$ cat src/rtl/lsu_split_access.sv
// Load/store unit between the MEM stage and a valid/ack data bus.
// Accesses that cross a word boundary are split into two beats, and each beat has its own timeout.
module lsu_split_access #(
    parameter int XLEN             = 32,
    parameter bit ALLOW_MISALIGNED = 1'b1,
    parameter int TIMEOUT_CYCLES   = 256
) (
    input  logic              clk,
    input  logic              rst,
    input  logic              req_valid,
    output logic              req_ready,
    input  logic              req_write,
    input  logic [2:0]        req_funct3,
    input  logic [XLEN-1:0]   req_addr,
    input  logic [XLEN-1:0]   req_wdata,
    input  logic [4:0]        req_rd,
    output logic              resp_valid,
    output logic [XLEN-1:0]   resp_rdata,
    output logic [4:0]        resp_rd,
    output logic              resp_error,
    output logic              busy,
    output logic [XLEN-1:0]   bus_addr,
    output logic              bus_read_enable,
    output logic              bus_write_enable,
    output logic [XLEN-1:0]   bus_write_data,
    output logic [XLEN/8-1:0] bus_write_mask,
    input  logic [XLEN-1:0]   bus_read_data,
    input  logic              bus_ack
);

    localparam int BYTES = XLEN / 8;
    localparam int OFS   = $clog2(BYTES);
    localparam int CNT_W = (TIMEOUT_CYCLES > 0) ? $clog2(TIMEOUT_CYCLES + 1) : 1;

    typedef enum logic [1:0] {IDLE, BEAT0, BEAT1, RESP} state_t;

    state_t            state_q;
    logic [OFS-1:0]    off_q;
    logic [2:0]        funct3_q;
    logic              write_q;
    logic              cross_q;
    logic [XLEN-1:0]   hiData_q;
    logic [BYTES-1:0]  hiMask_q;
    logic [XLEN-1:0]   rawLow_q;
    logic [CNT_W-1:0]  beatCnt_q;
    logic              respValid_q;
    logic              respError_q;
    logic [XLEN-1:0]   respRdata_q;
    logic [4:0]        respRd_q;
    logic [XLEN-1:0]   busAddr_q;
    logic              busRdEn_q;
    logic              busWrEn_q;
    logic [XLEN-1:0]   busWdata_q;
    logic [BYTES-1:0]  busMask_q;

    logic [OFS-1:0]      reqOff;
    logic                reqLegal;
    logic                reqCross;
    logic [2*XLEN-1:0]   reqLane;
    logic [2*BYTES-1:0]  reqMask;
    logic [XLEN-1:0]     lowPart;
    logic [XLEN-1:0]     highPart;
    logic [XLEN-1:0]     loadResult_d;
    logic                beatActive;
    logic                timeoutHit;

    function automatic logic isLegal(input logic write, input logic [2:0] f3);
        if (write) begin
            return (f3[2] == 1'b0) && ((f3[1:0] != 2'b11) || (XLEN == 64));
        end
        case (f3)
            3'b000, 3'b001, 3'b010, 3'b100, 3'b101: return 1'b1;
            3'b011, 3'b110:                         return XLEN == 64;
            default:                                return 1'b0;
        endcase
    endfunction

    // funct3[2] set means zero-extend; full-width accesses pass straight through.
    function automatic logic [XLEN-1:0] extendLoad(input logic [XLEN-1:0] raw, input logic [2:0] f3);
        logic [XLEN-1:0] keep;
        logic [XLEN-1:0] shifted;
        int bits;
        bits = 8 << f3[1:0];
        if (bits >= XLEN) begin
            return raw;
        end
        keep    = ~({XLEN{1'b1}} << bits);
        shifted = raw >> (bits - 1);
        if (!f3[2] && shifted[0]) begin
            return raw | ~keep;
        end
        return raw & keep;
    endfunction

    // Store data and byte mask are laid out across two words; the high word feeds the second beat.
    always_comb begin
        reqOff   = req_addr[OFS-1:0];
        reqLegal = isLegal(req_write, req_funct3);
        reqCross = (int'(reqOff) + (1 << req_funct3[1:0])) > BYTES;
        reqLane  = {{XLEN{1'b0}}, req_wdata} << {reqOff, 3'b000};
        reqMask  = ~({2*BYTES{1'b1}} << (1 << req_funct3[1:0]));
        reqMask  = reqMask << reqOff;
    end

    always_comb begin
        lowPart      = bus_read_data >> {off_q, 3'b000};
        highPart     = bus_read_data << (XLEN - 8 * int'(off_q));
        loadResult_d = extendLoad((state_q == BEAT1) ? (rawLow_q | highPart) : lowPart, funct3_q);
    end

    assign beatActive = busRdEn_q | busWrEn_q;
    assign timeoutHit = (TIMEOUT_CYCLES != 0) && (beatCnt_q == CNT_W'(TIMEOUT_CYCLES - 1));

    // An inactive enable in a beat state is the mandatory idle cycle before the second beat.
    always_ff @(posedge clk or negedge rst) begin
        if (!rst) begin
            state_q     <= IDLE;
            off_q       <= '0;
            funct3_q    <= '0;
            write_q     <= 1'b0;
            cross_q     <= 1'b0;
            hiData_q    <= '0;
            hiMask_q    <= '0;
            rawLow_q    <= '0;
            beatCnt_q   <= '0;
            respValid_q <= 1'b0;
            respError_q <= 1'b0;
            respRdata_q <= '0;
            respRd_q    <= '0;
            busAddr_q   <= '0;
            busRdEn_q   <= 1'b0;
            busWrEn_q   <= 1'b0;
            busWdata_q  <= '0;
            busMask_q   <= '0;
        end else begin
            case (state_q)
                IDLE: begin
                    if (req_valid) begin
                        off_q    <= reqOff;
                        funct3_q <= req_funct3;
                        write_q  <= req_write;
                        cross_q  <= reqCross;
                        hiData_q <= reqLane[2*XLEN-1:XLEN];
                        hiMask_q <= reqMask[2*BYTES-1:BYTES];
                        respRd_q <= req_rd;
                        if (!reqLegal || (reqCross && !ALLOW_MISALIGNED)) begin
                            state_q     <= RESP;
                            respValid_q <= 1'b1;
                            respError_q <= 1'b1;
                            respRdata_q <= '0;
                        end else begin
                            state_q    <= BEAT0;
                            beatCnt_q  <= '0;
                            busAddr_q  <= {req_addr[XLEN-1:OFS], {OFS{1'b0}}};
                            busRdEn_q  <= !req_write;
                            busWrEn_q  <= req_write;
                            busWdata_q <= reqLane[XLEN-1:0];
                            busMask_q  <= reqMask[BYTES-1:0];
                        end
                    end
                end
                BEAT0, BEAT1: begin
                    if (!beatActive) begin
                        busRdEn_q <= !write_q;
                        busWrEn_q <= write_q;
                        beatCnt_q <= '0;
                    end else if (bus_ack) begin
                        busRdEn_q <= 1'b0;
                        busWrEn_q <= 1'b0;
                        if (state_q == BEAT0 && cross_q) begin
                            state_q    <= BEAT1;
                            rawLow_q   <= lowPart;
                            busAddr_q  <= busAddr_q + XLEN'(BYTES);
                            busWdata_q <= hiData_q;
                            busMask_q  <= hiMask_q;
                        end else begin
                            state_q     <= RESP;
                            respValid_q <= 1'b1;
                            respError_q <= 1'b0;
                            respRdata_q <= write_q ? '0 : loadResult_d;
                        end
                    end else if (timeoutHit) begin
                        busRdEn_q   <= 1'b0;
                        busWrEn_q   <= 1'b0;
                        state_q     <= RESP;
                        respValid_q <= 1'b1;
                        respError_q <= 1'b1;
                        respRdata_q <= '0;
                    end else begin
                        beatCnt_q <= beatCnt_q + CNT_W'(1);
                    end
                end
                RESP: begin
                    state_q     <= IDLE;
                    respValid_q <= 1'b0;
                    respError_q <= 1'b0;
                    respRdata_q <= '0;
                end
                default: state_q <= IDLE;
            endcase
        end
    end

    assign req_ready        = (state_q == IDLE);
    assign busy             = (state_q != IDLE);
    assign resp_valid       = respValid_q;
    assign resp_error       = respError_q;
    assign resp_rdata       = respRdata_q;
    assign resp_rd          = respRd_q;
    assign bus_addr         = busAddr_q;
    assign bus_read_enable  = busRdEn_q;
    assign bus_write_enable = busWrEn_q;
    assign bus_write_data   = busWdata_q;
    assign bus_write_mask   = busMask_q;

endmodule

$ cat config.mk
export PLATFORM = sky130hd
export DESIGN_NAME = lsu_split_access
export DESIGN_NICKNAME = d
export VERILOG_FILES = /design/src/rtl/lsu_split_access.sv
export SDC_FILE = /design/constraint.sdc
export NUM_CORES = 1
export LEC_CHECK = 0
export CELL_PAD_IN_SITES_DETAIL_PLACEMENT = 2
export CELL_PAD_IN_SITES_GLOBAL_PLACEMENT = 2
export CORE_MARGIN = 2
export CORE_UTILIZATION = 34
export DETAILED_ROUTE_END_ITERATION = 8
export PLACE_DENSITY = 0.85
export SYNTH_ARGS = -nofsm -noshare
export SYNTH_HDL_FRONTEND = slang
export SYNTH_SLANG_ARGS = --single-unit
$ cat constraint.sdc
create_clock -name clk -period 6 [get_ports clk]
set_input_delay 1.2 -clock clk [delete_from_list [all_inputs] [get_ports clk]]
set_output_delay 1.2 -clock clk [all_outputs]
set_load 0.1 [all_outputs]
; ---- Word level (Yosys, flattened, before mapping)
; Index checks and enable logic that the tools add are counted.
[totals]
reg_bits = 195
input_bits = 109
output_inout_bits = 111
[op_classes]
addsub = 5
n_lt_le_gt_ge = 2
eq_ne = 20
shift = 9
mux = 72
bitwise = 8
n_reduce_logical = 19
[ops]
columns = op, n
row1 = $mux 32, 22
row2 = $pmux 32 s2, 2
row3 = $pmux 32 s3, 1
row4 = $not 32->32, 2
row5 = $or 32x32->32, 2
row6 = $shl 32x5->64, 1
row7 = $mux 9, 5
row8 = $add 3x32->32, 1
row9 = $add 32x3->32 const B, 1
row10 = $and 32x32->32, 1
row11 = $ge 32x7->1 const B, 1
row12 = $gt 32x4->1 const B, 1
row13 = $shl 1x2->32 const A, 1
row14 = $shl 32x32->32, 1
row15 = $shl 32x32->32 const A, 1
row16 = $shl 4x2->32 const A, 1
row17 = $shl 8x32->8 const A, 1
row18 = $shr 32x32->1, 1
row19 = $shr 32x5->32, 1
row20 = $sub 32x2->32 const B, 1
row21 = $mux 1, 25
row22 = $mux 4, 5
row23 = $pmux 9 s2, 1
row24 = $ne 2x2->1 const B, 6
row25 = 32 further kinds, 50

; ---- Longest topological paths before layout
[depth]
ltp_word = 15
mapped_depth = 13
mapped_depth_nobuf = 10

; ---- Worst setup path before layout
; Ideal clock, no wire load.
[synth_timing]
kind = register to register
startpoint = register state_q[0]
endpoint = register respRdata_q[21], in the netlist resp_rdata[21]
arrival_ns = 3.090
slack_ns = 2.769
stages_incl_launch_ff = 10
synth_period_minus_slack_ns = 3.231
cell_sequence = dfrtp_1 > inv_1 > ha_1 > buf_2 > inv_1 > o21ai_2 > or4b_1 > clkbuf_1 > o21ai_0 > a31oi_1
[synth_via]
elab_cells_between_ends = 28
[synth_rtl]
columns = item, line
row1 = "start, declared", 37  ; state_t state_q;
row2 = "start signal, assigned", 117  ; state_q <= IDLE;
row3 = "start signal, assigned", 147  ; state_q <= RESP;
row4 = "start signal, assigned", 152  ; state_q <= BEAT0;
row5 = $logic_not 2->1 (*), n/a
row6 = via req_ready, 11  ; output logic req_ready,
row7 = $ne 2x2->1 (no line), n/a
row8 = $reduce_and 5->1 (no line), n/a
row9 = "end signal, assigned", 180  ; respRdata_q <= write_q ? '0 : loadResult_d;
row10 = "end, declared", 48  ; logic [XLEN-1:0] respRdata_q;
; The timed path passes the listed nets; every way through them passes the cells marked *. The select of a mux whose other input is x is not followed.
; A chain may end at the register's enable or synchronous reset.

; ---- Final worst setup path
[layout_timing]
startpoint = register state_q[0]
endpoint = output port busy
[layout_via]
elab_chain_cells = 1
[layout_lines]
columns = item, line
row1 = $reduce_bool 2->1, 205  ; assign busy = (state_q != IDLE);
row2 = "end, declared", 21  ; output logic busy,
; No other way between the ends.

==> metrics.md <==
| Metric | Value |
|---|---|
| Post-synth ARST share | `between 90% and 100%` |
| Number of setup violations in the final report | `0` |
| Die Span Y | `between 150 and 200 um` |
| Total overflow reported by the global router | `0` |
| Final Critical Period | `between 3 and 4 ns` |
| Number of pins exceeding their max-slew limit in the final report | `0` |
| Dominant cells by area after synthesis | `sky130_fd_sc_hd__dfrtp_1 43%, sky130_fd_sc_hd__mux2i_1 6.1%, sky130_fd_sc_hd__nand2_1 5.5%, sky130_fd_sc_hd__o21ai_0 5.3%, sky130_fd_sc_hd__mux2_2 4.2%` |
| Cell area after technology mapping | `around 0.011 sq mm` |
| Part of the Yosys area used for sequential elements | `43.10%` |
| Number of maximum-capacitance constraint violations | `0` |
| Die Wd | `181.7 um` |
| Count of flip-flops with a built-in enable after synthesis | `0` |
| Number of vias per cell | `~6` |
| Number of H-tree levels | `4` |
| Layout Skew | `0.01328 ns` |
| Gpl congestion | `0.8645` |
| Max clock buf depth | `2` |
| P&R area growth vs syn | `27.73%` |
| Final WL | `42.38 mm` |
| Ports placed on the boundary | `220` |
| Effective utilization at floorplan | `34.30%` |
| Run status | `completed` |
| Die ar. | `0.03303 sq mm` |
| Flop-to-flop setup slack | `about 2.4 ns` |
| Detailed-routed wire length on met2 | `21.60 mm` |
| Worst setup SP type | `register` |
| Routed len/inst | `24.16 um` |
| Root buf cell | `sky130_fd_sc_hd__clkbuf_16` |
| Setup repair after global routing missed its margin | `no` |
| Resized cells post-CTS | `0` |
| Area leader, netlist | `sky130_fd_sc_hd__dfrtp_1` |
| First-pass GRT wire length | `66.86 mm` |
| Number of global-route vias before repair | `approximately 11000` |
| Post-synth cell types | `83` |
| Gr usage total | `a little over a quarter` |
| Master of the slowest instance on the critical path | `sky130_fd_sc_hd__clkdlybuf4s50_1` |
| NumNets Final | `approximately 1500` |
| Critical Path End Type | `output pin` |
| Cell occurring most often along the worst timing path | `sky130_fd_sc_hd__inv_1` |
| CORE AREA | `0.03131 sq mm` |
| Count of clock tree sinks | `185` |
| Average cell area after synthesis | `~9 sq um` |
| DRC violations left | `0` |
| Number of rows created at floorplan | `65` |
| Number of buffers created by CTS | `17` |
| Post-synthesis instance total | `1178` |
| Post-DP HPWL | `29.11 mm` |
| Highest signal layer in the routed design | `met5` |
| Filler instances | `3411` |
| DRT met1 WL | `16.95 mm` |
| Final period util | `a little over three fifths` |
| Final count of hold timing violations | `0` |
| Kind of critical path | `register to output pin` |
| Data required time at the worst endpoint | `4.80 ns` |
| Post-route setup TNS | `0 ns` |
| Share of cells above drive strength 1 | `9.259%` |
| Post-CTS setup-driven buffer insertion count | `0` |
| Core Util, Final | `43.81%` |
| Total met3 wirelength after detailed routing | `approximately 2.7 mm` |
| Clock latency on the worst-skew pair | `0.46 ns` |
| Highest attainable clock frequency | `263.8 MHz` |
| Footprint of the flip-flops and latches | `0.004631 sq mm` |
| Largest net degree at the start of global routing | `106` |
| Number of port buffers | `217` |
| Largest stage delay on the critical path | `1.19 ns` |
| Worst max-slew margin expressed relative to the limit | `around a fifth` |
| CTS Hold Buffers Added | `0` |
| Commonest non-fill, non-tap cells in the layout | `215 x sky130_fd_sc_hd__clkdlybuf4s50_1, 184 x sky130_fd_sc_hd__dfrtp_1, 157 x sky130_fd_sc_hd__nand2_1` |
| List of cells traversed by the critical path | `inv_1 > ha_2 > inv_1 > clkdlybuf4s50_1` |
| CP Max Fanout | `8` |
| Initial antenna violation count | `4` |
| DRT iter0 DRCs | `slightly above 600` |
| Clock-pin slew reported for the worst setup and hold paths after clock tree synthesis | `roughly 0.080 ns` |
| Fraction of post-synthesis cell area in the top cell type by area | `43.10%` |
| Flops & latches, synth | `185` |
| Worst Hold Class | `register to register` |
| Count of warnings emitted by yosys | `0` |
| CTS tree | `yes` |
| Worst Max-Slew Pin Slew | `1.186 ns` |
| Arrival time worst endpoint | `~2.6 ns` |
| Leading cell type in the layout, fill and taps excluded | `sky130_fd_sc_hd__clkdlybuf4s50_1` |
| Vias after detailed routing | `a little over 10000` |
| Number of nets still failing antenna checks after routing | `0` |
| Synth Flop Type | `sky130_fd_sc_hd__dfrtp_1` |
| Count of TritonRoute iterations in the first routing pass | `5` |
| Footprint of the multi-input gates | `0.005628 sq mm` |
worst paths after layout:
path,startpoint,endpoint,cells after the start
min in group asynchronous,rst,resp_rdata[5],1
max in group asynchronous,rst,bus_write_data[12],2
max,state_q[0],busy,4
max reg2reg,state_q[0],bus_write_data[5],9
min,resp_rdata[2],resp_rdata[2],1
min reg2reg,resp_rdata[2],resp_rdata[2],1
layout make-up:
class	count	share of cell area [%]
Sequential cell	185	33.76
Timing Repair Buffer	231	16.59
Antenna cell	2	0.03648
Multi-Input combinational cell	884	41.03
Clock inverter	11	1.003
Tap cell	402	3.667
Clock buffer	21	3.429
Inverter	18	0.4925
per-stage QoR:
stage / std cells / worst slack, ns / hold slack [ns] / cell area [sq um]
5_1_grt: 1752 / 2.107 / 0.4950 / 13710
6_report: 1754 / 2.209 / 0.4813 / 13720
4_1_cts: 1752 / 2.168 / 0.4812 / 13710
3_3_place_gp: 1720 / 1.948 / 0.4557 / 13110
3_5_place_dp: 1720 / 1.843 / 0.4642 / 13110
2_1_floorplan: 1179 / 2.769 / 0.4370 / 10740
registers in the layout (all words and copies together) (netlist names), 2 cells and up:
| signal | cells |
|---|---|
| resp_rdata | 32 |
| bus_write_data | 32 |
| resp_rd | 5 |
| state_q | 2 |
| rawLow_q | 32 |
| beatCnt_q | 9 |
| hiMask_q | 4 |
| bus_addr | 30 |
| off_q | 2 |
| hiData_q | 24 |
| funct3_q | 3 |
| bus_write_mask | 4 |
per-layer routing:
layer / vias to the layer above / global-route usage (%)
li1: 4634 / -
met1: 5329 / 31.21
met2: 337 / 45.92
met3: 86 / 6.097
met4: 4 / 8.715
met5: - / 0
Yosys cell counts (4+ instances only):
| library cell | instances |
|---|---|
| sky130_fd_sc_hd__nor3_1 | 14 |
| sky130_fd_sc_hd__nor4_1 | 6 |
| sky130_fd_sc_hd__a221oi_1 | 20 |
| sky130_fd_sc_hd__inv_1 | 15 |
| sky130_fd_sc_hd__o2bb2ai_1 | 10 |
| sky130_fd_sc_hd__or3_1 | 9 |
| sky130_fd_sc_hd__mux2_2 | 40 |
| sky130_fd_sc_hd__mux2i_1 | 65 |
| sky130_fd_sc_hd__nand2b_1 | 8 |
| sky130_fd_sc_hd__buf_2 | 27 |
| sky130_fd_sc_hd__nand4_1 | 7 |
| sky130_fd_sc_hd__nand3_1 | 33 |
| sky130_fd_sc_hd__nor4_2 | 4 |
| sky130_fd_sc_hd__and4_1 | 4 |
| sky130_fd_sc_hd__buf_4 | 11 |
| sky130_fd_sc_hd__a22oi_1 | 8 |
| sky130_fd_sc_hd__nand2_1 | 158 |
| sky130_fd_sc_hd__and3_1 | 5 |
| sky130_fd_sc_hd__or2_2 | 5 |
| sky130_fd_sc_hd__o311ai_0 | 7 |
| sky130_fd_sc_hd__a21oi_1 | 79 |
| sky130_fd_sc_hd__o211ai_1 | 10 |
| sky130_fd_sc_hd__clkbuf_1 | 49 |
| sky130_fd_sc_hd__nor2_2 | 4 |
| sky130_fd_sc_hd__nor2_1 | 97 |
| sky130_fd_sc_hd__a211o_1 | 7 |
| sky130_fd_sc_hd__nand4b_1 | 4 |
| sky130_fd_sc_hd__dfrtp_1 | 185 |
| sky130_fd_sc_hd__and2_1 | 6 |
| sky130_fd_sc_hd__nor2b_1 | 7 |
| sky130_fd_sc_hd__a22o_1 | 11 |
| sky130_fd_sc_hd__a31oi_1 | 16 |
| sky130_fd_sc_hd__o21ai_0 | 113 |
| sky130_fd_sc_hd__a2bb2oi_1 | 4 |
| sky130_fd_sc_hd__ha_1 | 11 |
| sky130_fd_sc_hd__a2111oi_0 | 15 |
| sky130_fd_sc_hd__o22ai_1 | 16 |
| sky130_fd_sc_hd__o31ai_1 | 20 |
| sky130_fd_sc_hd__a21o_1 | 10 |
kinds of logic after synthesis:
| logic type | share of synthesized area (%) |
|---|---|
| and+or+nand+nor | 16.87 |
| other | 0.03492 |
| AOI/OAI and AO/OA | 23.44 |
| adders and majority gates | 1.468 |
| buffers and inverters | 4.695 |
| muxes | 10.39 |
| DFF | 43.10 |
worst max-delay path, delay by kind of cell (launching register included):
kind       cells  cell delay [ns]
fa+ha+maj      1             0.28
buf+inv        3             1.43
flops          1             0.41
Power is not shown: default switching activity piles up to over one toggle a cycle in this logic, so the estimate is an artifact.
==> RTL change (config.mk and constraints unchanged) <==
`ALLOW_MISALIGNED`: 1'b1 -> 1'b0.
--- a/src/rtl/lsu_split_access.sv
+++ b/src/rtl/lsu_split_access.sv
@@ -4,3 +4,3 @@
     parameter int XLEN             = 32,
-    parameter bit ALLOW_MISALIGNED = 1'b1,
+    parameter bit ALLOW_MISALIGNED = 1'b0,
     parameter int TIMEOUT_CYCLES   = 256
Check against the original RTL: not equivalent (a bounded check fails within 4 cycles, from zero or initial values and one cycle with rst low).
==> RTL change against the original RTL <==
Worst setup slack got worse by 970 ps. Largest cell class unchanged. Sequential cell count unchanged. Wire length fell by 2.8%. Critical endpoint is now bus_addr[12]. Register-to-register slack worse by 230 ps. Cell area fell by 2.8%. Utilization rose by 1.1 points. Synthesized area is 4.2% lower. Maximum frequency is 20% lower.
Power is not shown: default switching activity piles up to over one toggle a cycle in this logic, so the estimate is an artifact.
==> RTL change: results (changes against the original RTL) <==
Cells and area
  – Buffers excl. clock: 232 (+0.43%)
  – Clock-cell share of area: 4.363% (-0.069 points)
  – Logic inverters: 18 (unchanged)
  – Buffering overhead: 17.26% (+0.67 points)
  – Multi-input logic cell count: 848 (-4.1%)
  – Final net count: 1424 (-2.3%)
  – FF+latch count: 185 (unchanged)
  – # fillers: 3142 (-7.9%)
  – Clk_buf instances: 17 (-19%)
  – Register Area: 4629 um2 (about the same)
  – Area occupied by multi-input gates: 5266 um2 (-6.4%)
  – Layout cell share with drive strength beyond 1: 8.593% (-0.67 points)
  – Diode count: 0 (-2)

Routing
  – Met1 wire length: 17410 um (+2.7%)
  – WL final: 41200 um (-2.8%)
  – Vias: 9985 (-3.9%)
  – Detailed Routing Iterations Pass 1: 5 (unchanged)
  – Antenna Nets Post-Route: 0 (unchanged)
  – Routed wl met3: 1791 um (-33%)
  – Met2 WL post-DR: 20550 um (-4.9%)
  – Starting DRC count in detailed routing: 551 (-11%)
  – Via-to-Cell Ratio: 5.856 (-1.1%)
  – # DRC: 0 (unchanged)

Synth
  – List of most frequent post-synthesis cells: dfrtp_1, nand2_1, o21ai_0, nor2_1, a21oi_1
  – Synth top area cells: dfrtp_1, o21ai_0, mux2i_1
  – Post-synth cell types: 75 (-9.6%)
  – Post-synth ARST share: 100.0% (unchanged)
  – Sequential area share after synthesis: 44.99% (+1.9 points)
  – Synth warnings: 0 (unchanged)
  – Synthesized area per cell: 9.082 um2 (-0.39%)

Critical path
  – Worst r2r src: off_q[0]
  – Worst R2R Setup Slack: 2160 ps (-230 ps)
  – R2R depth: 8 (-1)
  – Worst r2r dst: resp_rdata[19]
  – Arr. time, crit path: 5120 ps (+2530 ps)
  – Max FO, Critical Path: 49 (+41)

Outcome
  – Status: completed

GRT
  – Vias in the first global route: 10966 (-4.2%)
  – First-pass GRT wire length: 63850 um (-4.5%)
  – Antenna violations before repair: 3 (-1)
  – Pin count of the biggest net entering global routing: 99 (-6.6%)
  – Total GRT Usage: 26.31% (+0.28 points)

Hold path
  – Hold/Removal Path Class: flop to flop
  – Hold Path End: rawLow_q[25]
  – Hold Path Cell Cnt: 2 (+1)
  – Hold Crit Start: rawLow_q[25]

STA
  – Worst slew margin: 22.93% (+2.0 points)
  – Worst-case clock skew: 13.54 ps (+0.2534 ps)

Place
  – DP HPWL: 28690 um (-1.4%)
  – Global placer's final weighted congestion: 0.8619 (-0.30%)
  – Placed insts: 1673 (-2.7%)

Clock network
  – Clock Tree Buf Depth: 2 (unchanged)
  – Clk_lat worst skew: 440 ps (-20 ps)
-- RTL change: changes by cell type after synthesis, sizes merged, moves of 10 or more --
cell     unedited run  this run
buf                42        28
o22ai              16         4
o31ai              22         2
a21oi              79        60
a31oi              16         3
nor2              101       116
a22o               11        23
nand3              33        21
a32oi               0        10
a2111oi            17         0
o21ai             116       147
-- RTL change: cell families after synthesis --
family                   synth area share, %
AO/OA/AOI/OAI                          21.49
XOR/XNOR                             0.08513
adder cells (fa/ha/maj)                1.654
buffers and inverters                  4.013
flip-flops                             44.99
multiplexers                           10.91
other                                0.03644
AND/OR/NAND/NOR                        16.83
-- RTL change: worst max-delay path by stage --
stage,slack [ps],startpoint,to
global placement,1190,req_funct3[1],bus_addr[12]
finish,1240,req_funct3[1],bus_addr[12]
floorplan,2170,req_addr[1],bus_addr[23]
CTS,1280,req_funct3[1],bus_addr[12]
detailed placement,920,req_funct3[1],bus_write_data[29]
global route,1020,req_funct3[1],bus_addr[12]
-- RTL change: layer usage --
metal  track usage (%)  vias up
li1                  -     4432
met1             33.23     5183
met2             44.98      286
met3             4.242       78
met4             10.21        6
met5                 0        -
-- RTL change: critical path: stages --
cell and delay [ps]:
clkdlybuf4s50_1 660, nor2_1 240, ha_1 220, inv_1 80, fa_1 390, xnor2_1 190, a22oi_2 160, a31oi_2 420
nand2b_2 580, buf_4 550, o21ai_0 200, a21oi_1 200
-- RTL change: per-stage QoR --
step | hold WS, ps | setup WS (ps) | cell area, um2
after CTS | 487.4 | 1279 | 13330
after global routing | 510.9 | 1017 | 13330
after floorplan | 444.6 | 2174 | 10290
after detailed placement | 470.6 | 917.1 | 12750
final | 486.8 | 1239 | 13330
after global placement | 456.6 | 1192 | 12750
